===== src/rtl/uart_rx_param.sv =====
// uart_rx_param: oversampling UART receiver with a valid/ready output register.
// 16x oversampling, 2-of-3 majority vote per bit, configurable data/stop bits.
// Optional parity checking is compiled in by defining UART_RX_PARITY_EN.
module uart_rx_param #(
   parameter int CLK_FREQ   = 50000000,
   parameter int BAUD_RATE  = 9600,
   parameter int DATA_BITS  = 8,
   parameter int STOP_BITS  = 1,
   parameter int PARITY_ODD = 0
) (
   input  logic                 clock,
   input  logic                 reset,
   input  logic                 rx,
   input  logic                 ready,
   output logic [DATA_BITS-1:0] data,
   output logic                 valid,
   output logic                 framing_err,
   output logic                 parity_err,
   output logic                 overrun
);

   // Rounded divisor from system clock to the 16x oversample tick.
   localparam int DIV = (CLK_FREQ + BAUD_RATE * 8) / (BAUD_RATE * 16);
   localparam int DW  = (DIV > 1) ? $clog2(DIV) : 1;
   localparam int BW  = $clog2(DATA_BITS + 1);

   // Elaboration-time parameter legality checks.
   if (DATA_BITS < 5 || DATA_BITS > 9) begin : g_bad_data_bits
      $error("uart_rx_param: DATA_BITS must be 5..9");
   end
   if (STOP_BITS < 1 || STOP_BITS > 2) begin : g_bad_stop_bits
      $error("uart_rx_param: STOP_BITS must be 1..2");
   end
   if (PARITY_ODD != 0 && PARITY_ODD != 1) begin : g_bad_parity
      $error("uart_rx_param: PARITY_ODD must be 0 or 1");
   end

   typedef enum logic [2:0] {
      IDLE,
      START,
      DATA,
`ifdef UART_RX_PARITY_EN
      PARITY,
`endif
      STOP
   } state_t;

   state_t               state, state_nx;
   logic                 rx_s1, rx_s2, rx_d;
   logic [DW-1:0]        div_cnt;
   logic [3:0]           s_cnt;
   logic [BW-1:0]        bit_cnt;
   logic [1:0]           v;
   logic [DATA_BITS-1:0] sh;
   logic                 brk, fe_acc, done;
   logic                 fall, tick, mid, last, vote, start_go;
`ifdef UART_RX_PARITY_EN
   localparam logic ODD = (PARITY_ODD != 0);
   logic pe_acc;
`endif

   assign fall     = rx_d & ~rx_s2;
   assign tick     = (div_cnt == DW'(DIV - 1));
   assign mid      = tick && (s_cnt == 4'd9);
   assign last     = tick && (s_cnt == 4'd15);
   assign vote     = (v[0] & v[1]) | (v[0] & rx_s2) | (v[1] & rx_s2);
   assign start_go = (state == IDLE) && !brk && fall;

   // Two-flop synchroniser plus one delayed copy for falling-edge detection.
   always_ff @(posedge clock) begin
      if (reset) begin
         rx_s1 <= 1'b1;
         rx_s2 <= 1'b1;
         rx_d  <= 1'b1;
      end else begin
         rx_s1 <= rx;
         rx_s2 <= rx_s1;
         rx_d  <= rx_s2;
      end
   end

   // Oversample tick divider, realigned to each detected start edge.
   always_ff @(posedge clock) begin
      if (reset || start_go || tick) div_cnt <= '0;
      else                           div_cnt <= div_cnt + DW'(1);
   end

   // State register.
   always_ff @(posedge clock) begin
      if (reset) state <= IDLE;
      else       state <= state_nx;
   end

   // Next-state logic; bits are resolved at tick 9, bit cells end at tick 15.
   always_comb begin
      state_nx = state;
      case (state)
         IDLE:  if (start_go) state_nx = START;
         START: begin
            if (mid && vote) state_nx = IDLE;
            else if (last)   state_nx = DATA;
         end
         DATA: begin
            if (last && bit_cnt == BW'(DATA_BITS - 1))
`ifdef UART_RX_PARITY_EN
               state_nx = PARITY;
         end
         PARITY: begin
            if (last) state_nx = STOP;
`else
               state_nx = STOP;
`endif
         end
         STOP:  if (mid && bit_cnt == BW'(STOP_BITS - 1)) state_nx = IDLE;
         default: state_nx = IDLE;
      endcase
   end

   // Sample/bit counters, vote capture, shift register, error accumulation.
   always_ff @(posedge clock) begin
      if (reset) begin
         s_cnt   <= '0;
         bit_cnt <= '0;
         v       <= '0;
         sh      <= '0;
         brk     <= 1'b0;
         fe_acc  <= 1'b0;
         done    <= 1'b0;
`ifdef UART_RX_PARITY_EN
         pe_acc  <= 1'b0;
`endif
      end else begin
         done <= 1'b0;
         if (state == IDLE) begin
            if (brk) begin
               // Break recovery: need 16 consecutive high ticks before re-arming.
               if (!rx_s2) s_cnt <= '0;
               else if (tick) begin
                  if (s_cnt == 4'd15) brk <= 1'b0;
                  s_cnt <= s_cnt + 4'd1;
               end
            end else if (fall) begin
               s_cnt   <= '0;
               bit_cnt <= '0;
               fe_acc  <= 1'b0;
`ifdef UART_RX_PARITY_EN
               pe_acc  <= 1'b0;
`endif
            end
         end else begin
            if (tick) begin
               s_cnt <= s_cnt + 4'd1;
               if (s_cnt == 4'd7) v[0] <= rx_s2;
               if (s_cnt == 4'd8) v[1] <= rx_s2;
            end
            case (state)
               START: if (mid && vote) s_cnt <= '0;
               DATA: begin
                  if (mid) sh <= {vote, sh[DATA_BITS-1:1]};
                  if (last) bit_cnt <= (bit_cnt == BW'(DATA_BITS - 1)) ? '0 : bit_cnt + 1'b1;
               end
`ifdef UART_RX_PARITY_EN
               PARITY: if (mid) pe_acc <= vote ^ (^sh) ^ ODD;
`endif
               STOP: begin
                  if (mid) begin
                     if (!vote) fe_acc <= 1'b1;
                     if (bit_cnt == BW'(STOP_BITS - 1)) begin
                        done    <= 1'b1;
                        brk     <= fe_acc | ~vote;
                        s_cnt   <= '0;
                        bit_cnt <= '0;
                     end
                  end
                  if (last) bit_cnt <= bit_cnt + 1'b1;
               end
               default: ;
            endcase
         end
      end
   end

   // Output register: deliver or drop the completed frame, pulse the flags.
   always_ff @(posedge clock) begin
      if (reset) begin
         data        <= '0;
         valid       <= 1'b0;
         framing_err <= 1'b0;
         overrun     <= 1'b0;
`ifdef UART_RX_PARITY_EN
         parity_err  <= 1'b0;
`endif
      end else begin
         framing_err <= 1'b0;
         overrun     <= 1'b0;
`ifdef UART_RX_PARITY_EN
         parity_err  <= done & pe_acc;
`endif
         if (done) begin
            framing_err <= fe_acc;
            if (!valid || ready) begin
               data  <= sh;
               valid <= 1'b1;
            end else begin
               overrun <= 1'b1;
            end
         end else if (valid && ready) begin
            valid <= 1'b0;
         end
      end
   end

`ifndef UART_RX_PARITY_EN
   assign parity_err = 1'b0;
`endif

endmodule

===== config.mk =====
export PLATFORM = sky130hd
export DESIGN_NAME = uart_rx_param
export DESIGN_NICKNAME = d
export VERILOG_FILES = /design/src/rtl/uart_rx_param.sv
export SDC_FILE = /design/constraint.sdc
export NUM_CORES = 1
export LEC_CHECK = 0
export ABC_AREA = 0
export ABC_CLOCK_PERIOD_IN_PS = 3200
export CORE_UTILIZATION = 27
export CTS_BUF_LIST = sky130_fd_sc_hd__clkbuf_2 sky130_fd_sc_hd__clkbuf_4 sky130_fd_sc_hd__clkbuf_8
export DETAILED_ROUTE_END_ITERATION = 16
export PLACE_DENSITY = 0.48
export SLEW_MARGIN = 15
export SYNTH_ARGS = -nofsm -noshare
export SYNTH_HDL_FRONTEND = slang
export SYNTH_SLANG_ARGS = --single-unit
export TNS_END_PERCENT = 1

===== constraint.sdc =====
create_clock -name clock -period 3.2 [get_ports clock]
set_input_delay 0.64 -clock clock [delete_from_list [all_inputs] [get_ports clock]]
set_output_delay 0.64 -clock clock [all_outputs]
set_load 0.05 [all_outputs]

==> qor.yml, run 1 <==
floorplan:
  start_util: 0.282
  dieArea_um2: 8560
  rows: 32
  fp.dieH_um: 92.5
  core_um2: 7850
  io-pin-count: 16
  die_w_um: 92.5
clock_tree:
  htree_num_levels: 2
  hold_buffers: 0
  cts.sinks: 46
  path_clk_slew_ns: 0.09
  clk_path_buf_depth: 2
  cts_tree: "done"
  numCtsBuffers: 5
  cts_resized: 0
  clockRootBuffer: "clkbuf_8"
  post-cts-setup-buffers: 0
  clk_latency_ns: 0.30
setup_path:
  worst_setup_path_start_kind: "register"
  critPathRequiredTime_ns: 3.44
  worstSetupPathType: "register to register"
  critPathBufInv: 0
  cp_max_fo: 6
  crit_chain: "nor4b_2 -> a31oi_1 -> a211oi_1 -> or4b_1 -> a21oi_1"
  cp_slowest_stage_delay_ns: 0.54
  reg2regPathDepth: 5
  cp-end-kind: "register"
  path_delay_family: "simple AND/OR/NAND/NOR gates"
  slowest_stage: "nor4b_2"
  cp.depth: 5
  cp.arrival_ns: 2.49
placed_design:
  dp_worst_setup_slack_ns: 0.979
  place_congestion: 0.773
  portBuffers: 14
  dp_hpwl_mm: 3.29
synthesis:
  ys_ff_latch: 46
  syn-num-nets: 270
  synth-warning-count: 0
  synth_area_leaders: "dfxtp_1 (42%), ha_1 (6.8%), a21oi_1 (4.5%), mux2i_1 (4.5%), nor2_1 (4.4%)"
  synth_edf_count: 0
  synthAdderAreaFrac: 0.0724
  syn_inst: 254
  ys.flop_type: "dfxtp_1"
  synth_compound_area_frac: 0.151
  muxShareOfSynthArea: 0.0503
  synth_top_family_by_area: "simple AND/OR/NAND/NOR gates"
  synth_top_cell_by_area: "dfxtp_1"
  syn-cell-area_um2: 2210
  yosys.area_share.simple: 0.242
  avgSynthCellArea_um2: 8.71
  synth_async_sr_flop_share: 0
  synth_top_area_frac: 0.416
  ys_seq_area_frac: 0.416
  synth_xor_area_frac: 0.0237
  yosys.cell_types.count: 54
final_layout:
  drive_gt1_frac: 0.0704
  final_nets: 285
  n_fill_cell: 843
  syn_to_final_growth_pct: 16.4
  final_cell_mix: "dfxtp_1 (46), nor2_1 (26), a21oi_1 (20), nand2_1 (19), nand3_1 (16)"
  mostFrequentLayoutCell: "dfxtp_1"
  antennaDiodeCount: 0
grt:
  grt_usage: 0.118
  grt_max_degree: 37
  grt_pass1_vias: 1714
  grt_pass1_wl_mm: 8.06
  grt_antenna_before_repair: 0
  grt_overflow: 0
timing:
  max_freq_ghz: 0.446
  hold_viol: 0
  clock_skew_ns: 0.00625
  drv_slew: 0
  slew-limit-headroom: 0.499
  fin_tns_setup_ns: 0
  max_slew.worst_pin.slew_ns: 0.747
  rsz0062_at_grt: "no"
  setup_violations: 0
  period_minus_slack_ns: 2.24
  min_period_over_period: 0.701
  worst_slack_ns: 0.957
route:
  dr.pass1.iters: 4
  drc: 0
  wire_per_inst_um: 12.6
  routed_wl_mm: 4.70
  ant_nets: 0
  routed_via_density: 4.89
  drt_iter0_markers: 107
  vias: 1818
hold_path:
  holdPathStages: 1
  hp-class: "register to register"
run:
  maxCapViolations: 0
power_and_ir_drop:
  p_per_area_nw_per_um2: 557
  ir_drop_mv: 0.226
  p_leak_uw: 0.000980
run_status:
  status: "finished, final reports clean"
logic make-up (layout without fill, tap and decap cells):
family,after synthesis,after routing
AO/OA/AOI/OAI,52,52
XOR/XNOR,6,6
AND/OR/NAND/NOR,101,101
flip-flops,46,46
adder cells (fa/ha/maj),13,13
buffers and inverters,24,40
multiplexers,11,11
other,1,1
Yosys cell counts, types with 2 or more instances:
| library cell | instances |
|---|---|
| ha_1 | 12 |
| mux2i_1 | 10 |
| o31a_1 | 2 |
| or2_2 | 3 |
| a31oi_1 | 3 |
| inv_1 | 15 |
| or3_1 | 3 |
| o21ai_0 | 7 |
| a21o_1 | 2 |
| nor2b_1 | 2 |
| o31ai_1 | 2 |
| dfxtp_1 | 46 |
| a211oi_1 | 2 |
| nand4_1 | 4 |
| nor2_1 | 26 |
| nand2_1 | 19 |
| nor3_1 | 6 |
| and3b_1 | 2 |
| nand3_1 | 16 |
| xor2_1 | 5 |
| a21oi_1 | 20 |
| and3_1 | 4 |
| nand4b_1 | 2 |
| clkbuf_1 | 7 |
| a41oi_1 | 2 |
| nand2b_1 | 4 |
where the power goes:
part / switching [uW] / leakage [uW] / internal, uW
combinational: 232 / 0.000550 / 131
sequential: 28.0 / 0.000372 / 597
clock: 214 / 0.0000585 / 234
total: 474 / 0.000980 / 962
registers in the layout (all words and copies together), names as in the netlist, 2 cells and up:
register	count
s_cnt	4
bit_cnt	4
div_cnt	9
v	2
data	8
state	2
sh	8
metrics by stage:
step | total power (uW) | cells | util | hold WS [ns] | cell area [um^2]
6_report | 1440 | 372 | 0.328 | 0.414 | 2580
5_1_grt | 1520 | 372 | 0.328 | 0.435 | 2580
4_1_cts | 1460 | 372 | 0.328 | 0.417 | 2580
3_5_place_dp | 998 | 364 | 0.314 | 0.395 | 2460
3_3_place_gp | 1000 | 364 | 0.314 | 0.391 | 2460
2_1_floorplan | 913 | 254 | - | 0.389 | 2210
final timing paths:
| kind | start | end | slack [ns] |
|---|---|---|---|
| setup / recovery | div_cnt[3] | bit_cnt[0] | 0.96 |
| hold / removal | rx_s1 | rx_s2 | 0.41 |
| setup reg to reg | div_cnt[3] | bit_cnt[0] | 0.96 |
| hold reg to reg | rx_s1 | rx_s2 | 0.41 |
layout make-up:
type                    instances  area [um^2]  share of cell area
multi-input cells             184         1200               0.465
flip-flops and latches         46          921               0.357
repair buffers                 17          163              0.0631
well taps                     102          128              0.0495
clock buffers                   5         68.8              0.0267
inverters                      15         56.3              0.0218
clock inverters                 3         43.8              0.0170
metal layers:
metal	up-vias	wire [um]	global-route usage	part of all wire
li1	933	-	-	-
met1	851	2500	0.156	0.53
met2	27	1990	0.180	0.42
met3	7	116	0.0279	0.025
met4	0	95	0.0534	0.020
met5	-	0	0	0
No activity file was read; power rests on OpenSTA's default activity.
==> run 2, diff against run 1 <==
--- a/config.mk
+++ b/config.mk
@@ -6,11 +6,11 @@
 export NUM_CORES = 1
 export LEC_CHECK = 0
 export ABC_AREA = 0
-export ABC_CLOCK_PERIOD_IN_PS = 3200
+export ABC_CLOCK_PERIOD_IN_PS = 1850
 export CORE_UTILIZATION = 27
 export CTS_BUF_LIST = sky130_fd_sc_hd__clkbuf_2 sky130_fd_sc_hd__clkbuf_4 sky130_fd_sc_hd__clkbuf_8
 export DETAILED_ROUTE_END_ITERATION = 16
-export PLACE_DENSITY = 0.48
+export PLACE_DENSITY = 0.49
 export SLEW_MARGIN = 15
 export SYNTH_ARGS = -nofsm -noshare
 export SYNTH_HDL_FRONTEND = slang
==> constraint.sdc (replaced) <==
create_clock -name clock -period 1.85 [get_ports clock]
set_input_delay 0.37 -clock clock [delete_from_list [all_inputs] [get_ports clock]]
set_output_delay 0.37 -clock clock [all_outputs]
set_load 0.05 [all_outputs]
==> run 2 against run 1 <==
The flow now finishes with violations (negative setup slack). Via count grew 9.8%. Final area grew 17%. Worst hold slack gained 0.0065 ns. Critical endpoint unchanged. Largest cell class unchanged. Largest power group unchanged. Highest routed layer unchanged.
==> qor.yml, run 2 (synthesis gave the netlist of run 1 again) <==
run_status:
  status: "finished with violations"  # was finished, final reports clean
  violations: "negative setup slack"
final_layout:
  fin_util: 0.386  # was 0.328
  final_cell_mix: "buf_4 (55), dfxtp_1 (43), nor2_1 (26), a21oi_1 (19), nand2_1 (18)"  # was dfxtp_1 (46), nor2_1 (26), a21oi_1 (20), nand2_1 (19), nand3_1 (16)
  final_nets: 333  # was 285
  mostFrequentLayoutCell: "buf_4"  # was dfxtp_1
  syn_to_final_growth_pct: 36.8  # was 16.4%
  antennaDiodeCount: 0  # unchanged
  largest_registers: "div_cnt (9), data (8), sh (8)"  # unchanged
  drive_gt1_frac: 0.283  # was 0.0704
  regMostFlops: "div_cnt"  # unchanged
  largest_register_ffs: 9  # unchanged
route:
  routed_wl_mm: 5.18  # was 4.70 mm
  dr.pass1.iters: 4  # unchanged
  vias: 1997  # was 1818
  wire_per_inst_um: 12.3  # was 12.6 um
  routed_via_density: 4.75  # was 4.89
  drc: 0  # unchanged
  ant_nets: 0  # unchanged
  drt_iter0_markers: 60  # was 107
clock_tree:
  clk_latency_ns: 0.31  # was 0.30 ns
  cts.sinks: 46  # unchanged
  clk_path_buf_depth: 2  # unchanged
  htree_num_levels: 2  # unchanged
  clockRootBuffer: "clkbuf_8"  # unchanged
  numCtsBuffers: 5  # unchanged
  hold_buffers: 0  # unchanged
  post-cts-setup-buffers: 0  # unchanged
  cts_tree: "done"  # unchanged
  path_clk_slew_ns: 0.09  # about the same
power_and_ir_drop:
  power_uw: 2720  # was 1440 uW
  p_per_area_nw_per_um2: 897  # was 557 nW/um^2
  p_leak_uw: 0.00131  # was 0.000980 uW
  ir_drop_mv: 0.248  # was 0.226 mV
floorplan:
  core_um2: 7850  # unchanged
  start_util: 0.282  # unchanged
  io-pin-count: 16  # unchanged
  dieArea_um2: 8560  # unchanged
  rows: 32  # unchanged
  die_w_um: 92.5  # unchanged
  fp.dieH_um: 92.5  # unchanged
timing:
  hold_viol: 0  # unchanged
  max_slew.worst_pin.slew_ns: 0.498  # was 0.747 ns
  drv_slew: 0  # unchanged
  setup_violations: 17  # was 0
  worst_slack_ns: -0.187  # was 0.957 ns
  min_period_over_period: 1.10  # was 0.701
  clock_skew_ns: 0.00228  # was 0.00625 ns
  slew-limit-headroom: 0.667  # was 0.499
  rsz0062_at_grt: "yes"  # was no
  max_freq_ghz: 0.491  # was 0.446 GHz
  period_minus_slack_ns: 2.04  # was 2.24 ns
setup_path:
  crit_path_frequent_cell: "o31a_1"
  cp_max_fo: 4  # was 6
  slowest_stage: "or4b_4"  # was nor4b_2
  critPathRequiredTime_ns: 2.09  # was 3.44 ns
  regToRegSetupSlack_ns: -0.19  # was 0.96 ns
  cp_slowest_stage_delay_ns: 0.53  # was 0.54 ns
  worst_setup_path_start_kind: "register"  # unchanged
  worstSetupPathType: "register to register"  # unchanged
  crit_chain: "or4b_4 -> o31a_1 -> o31a_1 -> or4b_1 -> a21oi_1"  # was nor4b_2 -> a31oi_1 -> a211oi_1 -> or4b_1 -> a21oi_1
  cp-end-kind: "register"  # unchanged
  cp.arrival_ns: 2.28  # was 2.49 ns
placed_design:
  dp_hpwl_mm: 3.78  # was 3.29 mm
  place_congestion: 0.736  # was 0.773
  portBuffers: 14  # unchanged
grt:
  grt_usage: 0.130  # was 0.118
  grt_overflow: 0  # unchanged
  grt_pass1_vias: 1873  # was 1714
  grt_pass1_wl_mm: 8.87  # was 8.06 mm
  grt_antenna_before_repair: 0  # unchanged
  grt_max_degree: 27  # was 37
run:
  maxCapViolations: 0  # unchanged
hold_path:
  hp-class: "register to register"  # unchanged
[run 2: cell count changes in the layout (fill, tap and decap cells not counted), sizes merged]
cell and delta:
buf +55, clkdlybuf4s50 -9, dlymetal6s2s +2, bufinv -1
clkinv +1
[run 2: final timing paths]
path | startpoint | endpoint | cells past startpoint
min | rx_s1 | rx_s2 | 1
max | div_cnt[3] | bit_cnt[0] | 5
min reg2reg | rx_s1 | rx_s2 | 1
max reg2reg | div_cnt[3] | bit_cnt[0] | 5
[run 2: timing repair]
| action | in CTS | in global routing |
|---|---|---|
| pin swaps | 7 | 7 |
| setup endpoints to repair | 18 | 23 |
| gates resized for setup | 15 | 12 |
[run 2: report_power, final]
| group | switching (uW) | total (uW) | internal, uW |
|---|---|---|---|
| registers | 35.8 | 1070 | 1030 |
| clock network | 368 | 635 | 267 |
| logic | 532 | 1010 | 481 |
| total | 936 | 2720 | 1780 |
[run 2: layout make-up]
class	count	area, um^2
Clock buffer	5	68.8
Clock inverter	3	18.8
Fill cell	847	4820
Inverter	15	56.3
Multi-Input combinational cell	184	1290
Sequential cell	46	927
Tap cell	102	128
Timing Repair Buffer	65	534
[run 2: per-layer routing]
metal,global-route usage,wire length [um]
met1,0.169,2570
met2,0.210,2380
met3,0.0279,136
met4,0.0508,87
met5,0,0
[run 2: worst max-delay path, delay by kind of cell (launching register included)]
family             cells  cell delay [ns]
AOI/OAI and AO/OA      3             0.65
and+or+nand+nor        2             1.00
DFF                    1             0.33
[run 2: stage by stage]
stage,hold slack (ns),cell area [um^2],TNS [ns],cells,setup slack (ns)
after floorplan,0.389,2210,-0.827,254,-0.211
after global placement,0.392,2820,-2.01,412,-0.197
after detailed placement,0.397,2820,-2.05,412,-0.200
after CTS,0.419,2980,-0.482,420,-0.202
after global routing,0.436,3030,-2.06,420,-0.257
final,0.421,3030,-0.640,420,-0.187
==> patch 1, RTL diff (settings of run 1) <==
Change the parameter `CLK_FREQ` from 50000000 to 100000000.
--- a/src/rtl/uart_rx_param.sv
+++ b/src/rtl/uart_rx_param.sv
@@ -2,7 +2,7 @@
 // 16x oversampling, 2-of-3 majority vote per bit, configurable data/stop bits.
 // Optional parity checking is compiled in by defining UART_RX_PARITY_EN.
 module uart_rx_param #(
-   parameter int CLK_FREQ   = 50000000,
+   parameter int CLK_FREQ   = 100000000,
    parameter int BAUD_RATE  = 9600,
    parameter int DATA_BITS  = 8,
    parameter int STOP_BITS  = 1,
Check against the original RTL: same outputs for any inputs over 10 cycles, from zero or initial values and one cycle with reset high; that may be too few to reach the edited logic, so the function may still have changed.
==> patch 1 against run 1 <==
Total power shrank 11%. Synthesized area grew 5.5%. Worst setup slack lost 0.26 ns. Critical path type unchanged. Routed wire length grew 4.8%. Highest routed layer unchanged. Die area grew 5.4%. Sequential share of layout area shrank 0.54 points. Sequential cell count grew 1. Final area grew 3.7%.
==> patch 1: results <==
[synthesis]
yosys_warnings = 0
ys_top_cells_by_count = "dfxtp_1 (47), nor2_1 (30), nand2_1 (19), nand3_1 (17), a21oi_1 (14)"
synthesis.nets = 278
synth_cell_types = 61
synth_ff_type = "dfxtp_1"
synthArstFlopShare_pct = 0
seq_area_frac_synth_pct = 40.3
synthTopCellsByArea = "dfxtp_1 (40%), ha_1 (6.4%), nor2_1 (4.8%)"
netlist_instances = 262

[placement]
gp_congestion = 0.789
dp_hpwl_um = 3520
io_buffer_count = 14

[timing]
finClkSkew_ns = 0.0136
slew-limit-headroom_pct = 40.9

[pwr]
ir_worst_vdd_v = 0.000181
p_leak_nw = 0.977
intPower_mw = 0.855

[clock_tree]
path_clk_slew_ns = 0.10
clockRootBuffer = "clkbuf_8"
cts_buffers = 5
post-cts-setup-buffer-count = 0
clk_latency_ns = 0.31
htreeDepth = 2
cts_resized = 0
cts_max_path_buffers = 2

[worst_hold_path]
hp-class = "reg2reg"
worst_hold_path.num_cells = 1
min_to = "rx_s2"

[setup_path]
critPathMaxFanout = 14
arrival_ns = 2.70
reg2reg_slack_ns = 0.70
worstReg2RegStart = "state[0]"
timing.rr.end = "bit_cnt[2]"
r2r_cells = 7

[detailed_routing]
wl_um = 4920
route.met3.wl_um = 169
met1Wirelength_um = 2440
vias_per_cell = 4.92
wl_met2_um = 2200
drt-initial-drc-count = 97

[final_layout]
drive_above_1_share_pct = 8.33
nets = 291
largestRegisters = "div_cnt: 10 flops, data: 8 flops, sh: 8 flops"
antenna_cells = 0
nFillCells = 874

[global_route]
grt_max_degree = 37
grt_pass1_vias = 1771
grt_pass1_wl_um = 8350
grt_use_total_pct = 11.9

[status]
outcome = "finished, final reports clean"
[patch 1: worst max-delay path: stages, from the launching register on]
cell	delay [ns]
dfxtp_1	0.42
inv_1	0.10
ha_1	0.39
nor4b_1	0.53
nor2_1	0.10
o311ai_1	0.41
o311ai_0	0.22
a32o_1	0.24
[patch 1: final cells by class]
cell class	instances	area [sq um]	area share (%)
Timing Repair Buffer	17	163	6.08
Tap cell	105	131	4.91
Clock buffer	5	68.8	2.57
Multi-Input combinational cell	194	1310	48.8
Sequential cell	47	941	35.2
Clock inverter	3	27.5	1.03
Inverter	10	37.5	1.40
[patch 1: kinds of logic (layout without fill, tap and decap cells)]
family | count (synthesis) | after routing | share of synthesized area [%]
flip-flops | 47 | 47 | 40.3
buffers and inverters | 21 | 35 | 3.86
AO/OA/AOI/OAI | 46 | 46 | 13.6
adder cells (fa/ha/maj) | 13 | 13 | 6.86
AND/OR/NAND/NOR | 115 | 115 | 27.5
other | 1 | 1 | 0.161
multiplexers | 11 | 11 | 4.77
XOR/XNOR | 8 | 8 | 3.00
[patch 1: power groups by stage]
stage	Clock [mW]	Combinational (mW)	Sequential, mW
after floorplan	0	0.213	0.628
after global placement	0	0.274	0.632
after detailed placement	0	0.273	0.633
after CTS	0.402	0.274	0.619
after global routing	0.428	0.306	0.622
final	0.387	0.275	0.618
[patch 1: worst max-delay path by stage]
stage,end,depth (start not counted),from,slack (ns)
floorplan,s_cnt[2],7,state[0],0.84
global placement,bit_cnt[3],7,state[0],0.74
detailed placement,bit_cnt[2],7,state[0],0.71
CTS,bit_cnt[3],7,state[0],0.69
global route,bit_cnt[3],7,state[0],0.51
finish,bit_cnt[2],7,state[0],0.70
[patch 1: stage by stage]
step | setup slack (ns) | std cells | cell area [sq um] | hold WS (ns) | power (mW)
after global placement | 0.743 | 373 | 2580 | 0.392 | 0.906
after detailed placement | 0.709 | 373 | 2580 | 0.399 | 0.906
after CTS | 0.687 | 381 | 2670 | 0.424 | 1.30
after global routing | 0.510 | 381 | 2670 | 0.432 | 1.36
after floorplan | 0.835 | 262 | 2340 | 0.389 | 0.841
final | 0.699 | 381 | 2670 | 0.418 | 1.28
[patch 1: per-layer routing]
metal / up-vias / GRT usage [%]
met4: 0 / 5.18
li1: 970 / -
met2: 26 / 18.5
met1: 867 / 15.7
met5: - / 0
met3: 12 / 2.87
==> patch 2, RTL diff (settings of run 1) <==
Made on the original files. Make the reset (`reset`) asynchronous in 4 clocked blocks.
--- a/src/rtl/uart_rx_param.sv
+++ b/src/rtl/uart_rx_param.sv
@@ -67,7 +67,7 @@
    assign start_go = (state == IDLE) && !brk && fall;
 
    // Two-flop synchroniser plus one delayed copy for falling-edge detection.
-   always_ff @(posedge clock) begin
+   always_ff @(posedge clock or posedge reset) begin
       if (reset) begin
          rx_s1 <= 1'b1;
          rx_s2 <= 1'b1;
@@ -86,7 +86,7 @@
    end
 
    // State register.
-   always_ff @(posedge clock) begin
+   always_ff @(posedge clock or posedge reset) begin
       if (reset) state <= IDLE;
       else       state <= state_nx;
    end
@@ -117,7 +117,7 @@
    end
 
    // Sample/bit counters, vote capture, shift register, error accumulation.
-   always_ff @(posedge clock) begin
+   always_ff @(posedge clock or posedge reset) begin
       if (reset) begin
          s_cnt   <= '0;
          bit_cnt <= '0;
@@ -181,7 +181,7 @@
    end
 
    // Output register: deliver or drop the completed frame, pulse the flags.
-   always_ff @(posedge clock) begin
+   always_ff @(posedge clock or posedge reset) begin
       if (reset) begin
          data        <= '0;
          valid       <= 1'b0;
Check against the original RTL: no difference found for any inputs over 10 cycles, from zero or initial values and one cycle with reset high; that may be too few to reach the edited logic, so the function may still have changed.
==> patch 2 against run 1 <==
Total power grew 11%. Final area grew 4.0%. Register-to-register slack gained 0.23 ns. Synthesized area grew 4.5%. Combinational power grew 49%. Worst setup slack gained 0.12 ns. Worst hold slack lost 0.053 ns. Sequential cell count is the same. Critical path depth shrank 4. Sequential power grew 5.9%. Routed wire length shrank 5.3%. Count of clock-buffer cells in the layout is the same. Largest cell class unchanged.
==> patch 2: results <==
[status]
outcome = "finished, final reports clean"

[synthesis]
avgSynthCellArea_sq_um = 10.7
seq_area_frac_synth_pct = 48.0
ys_top_cells_by_count = "dfrtp_1 (34), mux2_2 (18), nor2_1 (18), inv_1 (14)"
synthesis.nets = 232
synthTopCellsByArea = "dfrtp_1 (37%), mux2_2 (8.8%), dfxtp_1 (7.8%)"

[global_route]
grt_use_total_pct = 10.8
grt_max_degree = 38
grt_pass1_vias = 1604
grtUsageMet3_pct = 2.66
gr-usage-met2_pct = 17.4
grt_pass1_wl_um = 7520

[worst_hold_path]
hold_start = "rx_s1"
min_to = "rx_s2"

[setup_path]
critPathLaunch = "data[6]"
critPathMaxFanout = 2
timing.rr.end = "bit_cnt[0]"
arrival_ns = 1.48
reg2reg_slack_ns = 1.19
slowest_stage = "clkdlybuf4s50_1"
cpLargestDelayFamily = "buffers and inverters"
r2r_cells = 7
worstReg2RegStart = "bit_cnt[0]"

[final_layout]
drive_above_1_share_pct = 16.5
nets = 251
finalNonFillerCells = 341

[detailed_routing]
vias_per_cell = 4.82
drt-initial-drc-count = 95
wl_per_cell_um = 13.1

[timing]
finClkSkew_ns = 0.0105
slew-limit-headroom_pct = 65.5

[placement]
dp_hpwl_um = 3190

[pwr]
intPower_mw = 1.00
[patch 2: routing by layer]
layer	part of all wire, %	up-vias
met3	3.2	9
met5	0	-
met2	44	24
met1	52	807
li1	-	805
met4	1.3	0
[patch 2: cell type report]
cell class | count | area share, %
multi-input cells | 150 | 41.9
clock inverters | 3 | 1.07
flip-flops and latches | 46 | 41.4
clock buffers | 5 | 2.57
well taps | 105 | 4.90
repair buffers | 17 | 6.07
inverters | 15 | 2.10
[patch 2: cells by family after synthesis]
group	count (synthesis)	share of synthesized area [%]
compound gates	40	12.2
xor+xnor	7	2.65
fa+ha+maj	13	6.92
buf+inv	20	3.46
flops	46	48.0
mux	21	10.1
other cells	1	0.162
simple gates	68	16.6
[patch 2: metrics by stage]
stage,worst slack (ns),cell area (sq um),hold WS (ns)
global placement,1.19,2580,0.347
CTS,1.07,2680,0.363
global route,1.01,2680,0.371
floorplan,1.09,2310,0.345
finish,1.08,2680,0.361
detailed placement,1.19,2580,0.348
[patch 2: power groups by stage]
stage	combinational, mW	clock (mW)	sequential [mW]
floorplan	0.427	0	0.662
global placement	0.538	0	0.672
detailed placement	0.539	0	0.672
CTS	0.540	0.406	0.661
global route	0.612	0.431	0.669
finish	0.541	0.388	0.662
[patch 2: worst max-delay path by stage]
stage / end / slack (ns)
6_report: data[6] / 1.08
5_1_grt: data[3] / 1.01
4_1_cts: data[6] / 1.07
3_5_place_dp: state[1] / 1.19
3_3_place_gp: data[7] / 1.19
2_1_floorplan: div_cnt[2] / 1.09
